**src/rtl/dm_port_arbiter_pkg.sv**
```systemverilog
// Shared definitions for the data-memory port arbiter.
//   DM_AW / DM_DW : default DM word-address and data widths (11-bit word
//                   address as used by the AHB host controller)
//   WAIT_W        : width of the AHB bounded-wait counter
//   arb_state_t   : AHB-side transaction state
package dm_port_arbiter_pkg;

  localparam int DM_AW  = 11;
  localparam int DM_DW  = 32;
  localparam int WAIT_W = 4;

  localparam logic [WAIT_W-1:0] WAIT_SAT = '1;

  typedef enum logic [1:0] {
    IDLE    = 2'd0,
    AHB_RD  = 2'd1,
    AHB_ACK = 2'd2
  } arb_state_t;

endpackage

```
**src/rtl/dm_port_arbiter_if.sv**
```systemverilog
// Bundle of the CPU load/store port, the AHB host port and the DM port
// around the data-memory arbiter.
//   cpu_*        : CPU request (req/we/addr/wdata) and response (stall/rvalid/rdata)
//   ahb_*        : AHB host request (req/we/addr/wdata) and response (ack/rdata)
//   mem_*        : single-port synchronous-read DM (addr/din/wen out, dout in)
//   conflict_cnt : contention statistic
// Modports: slave = arbiter view, master = surrounding system view.
interface dm_port_arbiter_if
  import dm_port_arbiter_pkg::*;
#(
  parameter int AW = DM_AW,
  parameter int DW = DM_DW
);

  logic          cpu_req;
  logic          cpu_we;
  logic [AW-1:0] cpu_addr;
  logic [DW-1:0] cpu_wdata;
  logic          cpu_stall;
  logic          cpu_rvalid;
  logic [DW-1:0] cpu_rdata;

  logic          ahb_req;
  logic          ahb_we;
  logic [AW-1:0] ahb_addr;
  logic [DW-1:0] ahb_wdata;
  logic          ahb_ack;
  logic [DW-1:0] ahb_rdata;

  logic [AW-1:0] mem_addr;
  logic [DW-1:0] mem_din;
  logic          mem_wen;
  logic [DW-1:0] mem_dout;

  logic [15:0]   conflict_cnt;

  modport slave (
    input  cpu_req, cpu_we, cpu_addr, cpu_wdata,
    output cpu_stall, cpu_rvalid, cpu_rdata,
    input  ahb_req, ahb_we, ahb_addr, ahb_wdata,
    output ahb_ack, ahb_rdata,
    output mem_addr, mem_din, mem_wen,
    input  mem_dout,
    output conflict_cnt
  );

  modport master (
    output cpu_req, cpu_we, cpu_addr, cpu_wdata,
    input  cpu_stall, cpu_rvalid, cpu_rdata,
    output ahb_req, ahb_we, ahb_addr, ahb_wdata,
    input  ahb_ack, ahb_rdata,
    input  mem_addr, mem_din, mem_wen,
    output mem_dout,
    input  conflict_cnt
  );

endinterface

```
**src/rtl/dm_port_arbiter.sv**
```systemverilog
// Data-memory port arbiter: shares the single-port DM between the CPU
// load/store unit and the AHB host path. CPU has default priority; the AHB
// side is forced ahead after MAX_WAIT consecutive denied cycles.
// Ports:
//   clk, rst : clock, synchronous active-high reset
//   bus      : dm_port_arbiter_if.slave (CPU, AHB and DM signals)
// Build option: define DM_ARB_CONFLICT_CNT_EN to enable the contention
// counter on bus.conflict_cnt; otherwise it is tied to zero.
//
// state   | meaning
// IDLE    | no AHB transaction in flight, AHB may be granted
// AHB_RD  | AHB read data on mem_dout, ack pulsed this cycle
// AHB_ACK | write ack cycle, or read cooldown while requester drops ahb_req
module dm_port_arbiter
  import dm_port_arbiter_pkg::*;
#(
  parameter int AW       = DM_AW,
  parameter int DW       = DM_DW,
  parameter int MAX_WAIT = 4
) (
  input logic              clk,
  input logic              rst,
  dm_port_arbiter_if.slave bus
);

  localparam logic [WAIT_W-1:0] WAIT_LIM = WAIT_W'(MAX_WAIT);

  arb_state_t        state;
  arb_state_t        state_nxt;
  logic [WAIT_W-1:0] wait_cnt;
  logic              ahb_free;
  logic              gnt_ahb;
  logic              gnt_cpu;
  logic [AW-1:0]     last_addr;
  logic [DW-1:0]     last_din;
  logic [DW-1:0]     ahb_rdata_q;
  logic [DW-1:0]     cpu_rdata_q;
  logic              ahb_ack_q;
  logic              cpu_rvalid_q;

  // A held ahb_req must not be regranted while its transaction is in flight.
  assign ahb_free = (state == IDLE);
  assign gnt_ahb  = bus.ahb_req & ahb_free & (~bus.cpu_req | (wait_cnt >= WAIT_LIM));
  assign gnt_cpu  = bus.cpu_req & ~gnt_ahb;

  // Address/data hold the last granted values so an idle port does not toggle.
  always_comb begin
    bus.mem_addr = last_addr;
    bus.mem_din  = last_din;
    bus.mem_wen  = 1'b0;
    if (gnt_ahb) begin
      bus.mem_addr = bus.ahb_addr;
      bus.mem_din  = bus.ahb_wdata;
      bus.mem_wen  = bus.ahb_we;
    end else if (gnt_cpu) begin
      bus.mem_addr = bus.cpu_addr;
      bus.mem_din  = bus.cpu_wdata;
      bus.mem_wen  = bus.cpu_we;
    end
  end

  always_comb begin
    state_nxt      = state;
    bus.ahb_ack    = ahb_ack_q;
    bus.ahb_rdata  = ahb_rdata_q;
    bus.cpu_stall  = bus.cpu_req & ~gnt_cpu;
    bus.cpu_rvalid = cpu_rvalid_q;
    bus.cpu_rdata  = cpu_rvalid_q ? bus.mem_dout : cpu_rdata_q;
    unique case (state)
      IDLE: begin
        if (gnt_ahb) state_nxt = bus.ahb_we ? AHB_ACK : AHB_RD;
      end
      AHB_RD: begin
        // Read data comes straight from DM in the ack cycle, then is held.
        bus.ahb_rdata = bus.mem_dout;
        state_nxt     = AHB_ACK;
      end
      AHB_ACK: state_nxt = IDLE;
      default: state_nxt = IDLE;
    endcase
  end

  always_ff @(posedge clk) begin
    if (rst) begin
      state        <= IDLE;
      wait_cnt     <= '0;
      last_addr    <= '0;
      last_din     <= '0;
      ahb_rdata_q  <= '0;
      cpu_rdata_q  <= '0;
      ahb_ack_q    <= 1'b0;
      cpu_rvalid_q <= 1'b0;
    end else begin
      state        <= state_nxt;
      ahb_ack_q    <= gnt_ahb;
      cpu_rvalid_q <= gnt_cpu & ~bus.cpu_we;
      if (state == AHB_RD) ahb_rdata_q <= bus.mem_dout;
      if (cpu_rvalid_q) cpu_rdata_q <= bus.mem_dout;
      if (gnt_ahb | gnt_cpu) begin
        last_addr <= bus.mem_addr;
        last_din  <= bus.mem_din;
      end
      // Only cycles where the AHB side was actually eligible count as waiting.
      if (gnt_ahb | ~bus.ahb_req) wait_cnt <= '0;
      else if (ahb_free && (wait_cnt != WAIT_SAT)) wait_cnt <= wait_cnt + 1'b1;
    end
  end

`ifdef DM_ARB_CONFLICT_CNT_EN
  logic [15:0] conflict_q;

  always_ff @(posedge clk) begin
    if (rst) begin
      conflict_q <= '0;
    end else if (bus.cpu_req & bus.ahb_req & ahb_free & (conflict_q != 16'hFFFF)) begin
      conflict_q <= conflict_q + 16'd1;
    end
  end

  assign bus.conflict_cnt = conflict_q;
`else
  assign bus.conflict_cnt = '0;
`endif

endmodule

```
**src/flat_wrapper.sv**
```systemverilog
// flat-port wrapper written by rule: the top's interface ports become plain ports
module dm_port_arbiter_flat import dm_port_arbiter_pkg::*;
#(
  parameter int AW       = DM_AW,
  parameter int DW       = DM_DW,
  parameter int MAX_WAIT = 4
)
  (clk, rst, bus_cpu_req, bus_cpu_we, bus_cpu_addr, bus_cpu_wdata, bus_cpu_stall, bus_cpu_rvalid, bus_cpu_rdata, bus_ahb_req, bus_ahb_we, bus_ahb_addr, bus_ahb_wdata, bus_ahb_ack, bus_ahb_rdata, bus_mem_addr, bus_mem_din, bus_mem_wen, bus_mem_dout, bus_conflict_cnt);
  dm_port_arbiter_if #(.AW(AW), .DW(DW)) bus_i ();
  input logic clk;
  input logic rst;
  input wire logic [$bits(bus_i.cpu_req)-1:0] bus_cpu_req;
  input wire logic [$bits(bus_i.cpu_we)-1:0] bus_cpu_we;
  input wire logic [$bits(bus_i.cpu_addr)-1:0] bus_cpu_addr;
  input wire logic [$bits(bus_i.cpu_wdata)-1:0] bus_cpu_wdata;
  output wire logic [$bits(bus_i.cpu_stall)-1:0] bus_cpu_stall;
  output wire logic [$bits(bus_i.cpu_rvalid)-1:0] bus_cpu_rvalid;
  output wire logic [$bits(bus_i.cpu_rdata)-1:0] bus_cpu_rdata;
  input wire logic [$bits(bus_i.ahb_req)-1:0] bus_ahb_req;
  input wire logic [$bits(bus_i.ahb_we)-1:0] bus_ahb_we;
  input wire logic [$bits(bus_i.ahb_addr)-1:0] bus_ahb_addr;
  input wire logic [$bits(bus_i.ahb_wdata)-1:0] bus_ahb_wdata;
  output wire logic [$bits(bus_i.ahb_ack)-1:0] bus_ahb_ack;
  output wire logic [$bits(bus_i.ahb_rdata)-1:0] bus_ahb_rdata;
  output wire logic [$bits(bus_i.mem_addr)-1:0] bus_mem_addr;
  output wire logic [$bits(bus_i.mem_din)-1:0] bus_mem_din;
  output wire logic [$bits(bus_i.mem_wen)-1:0] bus_mem_wen;
  input wire logic [$bits(bus_i.mem_dout)-1:0] bus_mem_dout;
  output wire logic [$bits(bus_i.conflict_cnt)-1:0] bus_conflict_cnt;
  assign bus_i.cpu_req = bus_cpu_req;
  assign bus_i.cpu_we = bus_cpu_we;
  assign bus_i.cpu_addr = bus_cpu_addr;
  assign bus_i.cpu_wdata = bus_cpu_wdata;
  assign bus_cpu_stall = bus_i.cpu_stall;
  assign bus_cpu_rvalid = bus_i.cpu_rvalid;
  assign bus_cpu_rdata = bus_i.cpu_rdata;
  assign bus_i.ahb_req = bus_ahb_req;
  assign bus_i.ahb_we = bus_ahb_we;
  assign bus_i.ahb_addr = bus_ahb_addr;
  assign bus_i.ahb_wdata = bus_ahb_wdata;
  assign bus_ahb_ack = bus_i.ahb_ack;
  assign bus_ahb_rdata = bus_i.ahb_rdata;
  assign bus_mem_addr = bus_i.mem_addr;
  assign bus_mem_din = bus_i.mem_din;
  assign bus_mem_wen = bus_i.mem_wen;
  assign bus_i.mem_dout = bus_mem_dout;
  assign bus_conflict_cnt = bus_i.conflict_cnt;
  dm_port_arbiter #(.AW(AW), .DW(DW), .MAX_WAIT(MAX_WAIT)) u_core (.clk(clk), .rst(rst), .bus(bus_i));
endmodule
```
**config.mk**
```make
export PLATFORM = sky130hd
export DESIGN_NAME = dm_port_arbiter_flat
export DESIGN_NICKNAME = d
export VERILOG_FILES = /design/src/rtl/dm_port_arbiter_pkg.sv /design/src/rtl/dm_port_arbiter_if.sv /design/src/rtl/dm_port_arbiter.sv /design/src/flat_wrapper.sv
export SDC_FILE = /design/constraint.sdc
export NUM_CORES = 1
export LEC_CHECK = 0
export ABC_AREA = 1
export CORE_UTILIZATION = 38
export DETAILED_ROUTE_END_ITERATION = 7
export PLACE_DENSITY = 0.77
export SLEW_MARGIN = 20
export SYNTH_ARGS = -nofsm -noshare
export SYNTH_HDL_FRONTEND = slang
export SYNTH_SLANG_ARGS = --single-unit
```
**constraint.sdc**
```tcl
create_clock -name clk -period 1.5 [get_ports clk]
set_clock_uncertainty 0.2 [all_clocks]
set_input_delay 0.225 -clock clk [delete_from_list [all_inputs] [get_ports clk]]
set_output_delay 0.225 -clock clk [all_outputs]
set_load 0.02 [all_outputs]
```
==> run metrics, run 1 <==
Iteration-0 DRC Markers around 450; commonest cells after routing, fill and taps aside buf_4, clkdlybuf4s50_1, dfxtp_1, inv_1, nand2_1; area taken by multi-input logic gates 3570 um2; Bufs and invs on worst path 3; unrepaired setup endpoints after global routing true; Rows 43; failing checks negative setup slack; crit-path cells inv_4, nand2_4, nor2_8, nand2_4, buf_12, nand3_1, nand3_2, buf_4; Synthesis Warnings 0; gpl congestion 0.850; Max-Cap Viols 0; min Tclk post-route 2200 ps; CTS tree done; Diodes inserted 0; Total Routing Usage GR 0.242; post-DP HPWL 12.7 mm; pwr/cell area about 900 nW/um2; Layout area overhead 98.5%; fillcell total 816; Crit path top cell by count nand2_4; pin count of the biggest net entering global routing 63; area share of the largest cell type after synthesis 0.413; die footprint 15200 um2; Max Slew Vio Count 0; commonest non-fill, non-tap cell in the layout buf_4; Worst path depth 8; final layout net count ~1300; Inserted Clock Buffers 17; Port Buffers approximately 230; Root Driver clkbuf_16; Netlist Area Pre-Place approximately 5600 um2; Tcrit/Tclk final 1.47; Clock Latency Late Sink 410 ps; grt ovf 0; Die H 123 um; worst-path fanout max 28; Initial Util 0.396; Die X 123 um; Via density just over 5; Power, Total between 9 and 10 mW; clock tree buffer depth 2; Routed WL 23.1 mm; drt pass-1 iters 5; initial antenna violation count 0; wire per inst around 17 um; most area-consuming cells after synthesis dfxtp_1, nand2_1, nand3_2; share of cells above drive strength 1 0.484; post-synth top area cell dfxtp_1; Leak between 5 and 6 nW; R2R depth 10; hold crit path type in2reg; DRC viols 0; Syn Area/Cell 7.22 um2; Yosys cell types 23; Peak Freq around 0.45 GHz; first-pass GRT wire length 28.2 mm; CP endpoint kind output port; crit-path leading delay family simple AND/OR/NAND/NOR gates; Placement Setup Slack -972 ps; final setup vio count around 160; post-synthesis sequential area ratio 0.413; CP max stage delay 330 ps; count of state elements after synthesis 115; via count between 6000 and 7000; core area 14100 um2; Antenna Nets Post-Route 0; Clk pin slew, worst setup/hold paths 50 ps; status finished with violations; slowest stage cell on the critical path dfxtp_2; cells after synthesis roughly 770; Ports 251; clock sinks ~120; slack of the critical path -704 ps; worst vdd ir 0.699 mV; Setup Crit Path Kind reg2out; worst path required time about 1100 ps; Worst Path Arrival between 1500 and 2000 ps; vias in the first global route 5956; hold-critical path depth 2; startpoint types flop; Hold Violations, Final 0; Sequential cell area 2310 um2; H-tree levels 4
worst paths after layout:
path | start | endpoint | slack, ps
setup / recovery | u_core.state[1]$_SDFFE_PP0P_ | bus_mem_din[30] | -700
hold / removal | bus_ahb_we | u_core.state[0]$_SDFFE_PP0P_ | 180
setup reg to reg | u_core.state[1]$_SDFFE_PP0P_ | u_core.last_din[3]$_SDFFE_PP0P_ | -220
hold reg to reg | u_core.cpu_rdata_q[1]$_SDFF_PP0_ | u_core.cpu_rdata_q[1]$_SDFF_PP0_ | 280
power by group:
group / internal [mW] / switching, mW
Clock: 2.60 / 1.44
Combinational: 1.24 / 1.37
Sequential: 3.21 / 0.0676
Total: 7.05 / 2.88
synthesized netlist by cell type, drive strengths merged:
cell type	count
o21ai	34
ha	1
nand3	177
buf	43
nor2	39
clkbuf	25
conb	1
or2	1
nor3	2
xor2	1
a21oi	35
nand2	183
inv	116
dfxtp	115
routing by layer:
layer | GRT usage | vias to the layer above | routed length (um)
met5 | 0 | - | 0
met4 | 0.0858 | 0 | 590
met3 | 0.0932 | 56 | 1760
met2 | 0.422 | 291 | 12200
met1 | 0.267 | 3199 | 8580
li1 | - | 3139 | -
cells by family after synthesis:
| group | synth area share |
|---|---|
| XOR/XNOR | 0.00157 |
| buffers and inverters | 0.150 |
| other | 0.000672 |
| adder cells (fa/ha/maj) | 0.00224 |
| AO/OA/AOI/OAI | 0.0619 |
| AND/OR/NAND/NOR | 0.371 |
| flip-flops | 0.413 |
final cells by class:
cell class                      count  share of cell area
Clock buffer                       22              0.0437
Tap cell                          180              0.0203
Inverter                          116              0.0407
Timing Repair Buffer              398               0.355
Sequential cell                   115               0.209
Clock inverter                      9             0.00938
Multi-Input combinational cell    490               0.323
flip-flops by register name (all words and copies together), names as in the netlist:
register,count
u_core.state,2
u_core.last_din,32
u_core.bus.ahb_ack,1
u_core.ahb_rdata_q,32
u_core.wait_cnt,4
u_core.cpu_rdata_q,32
u_core.bus.cpu_rvalid,1
u_core.last_addr,11
stage by stage:
stage	std cells	area [um2]	util	hold slack (ps)	TNS (ps)
2_1_floorplan	788	5870	-	96.2	-2340
3_3_place_gp	1245	9010	0.639	256	-89060
3_5_place_dp	1245	9010	0.639	261	-91770
4_1_cts	1287	9610	0.682	161	-68130
5_1_grt	1330	11100	0.785	182	-71670
6_report	1330	11100	0.785	178	-61020
repair_timing:
item | CTS | global route
gates resized for setup | 413 | 446
endpoints found under the hold margin | 5 | 0
setup endpoints to repair | 168 | 177
setup buffers | 7 | 40
cloned | 3 | 9
hold buffers | 1 | 0
pin swaps | 7 | 26
(Power assumes the default switching activity.)
==> run 2, diff against run 1 <==
--- a/config.mk
+++ b/config.mk
@@ -6,6 +6,7 @@
 export NUM_CORES = 1
 export LEC_CHECK = 0
 export ABC_AREA = 1
+export ABC_CLOCK_PERIOD_IN_PS = 1500
 export CORE_UTILIZATION = 38
 export DETAILED_ROUTE_END_ITERATION = 7
 export PLACE_DENSITY = 0.77
==> results of run 2 <==
Final layout, timing and power as in run 1 (identical DEF).
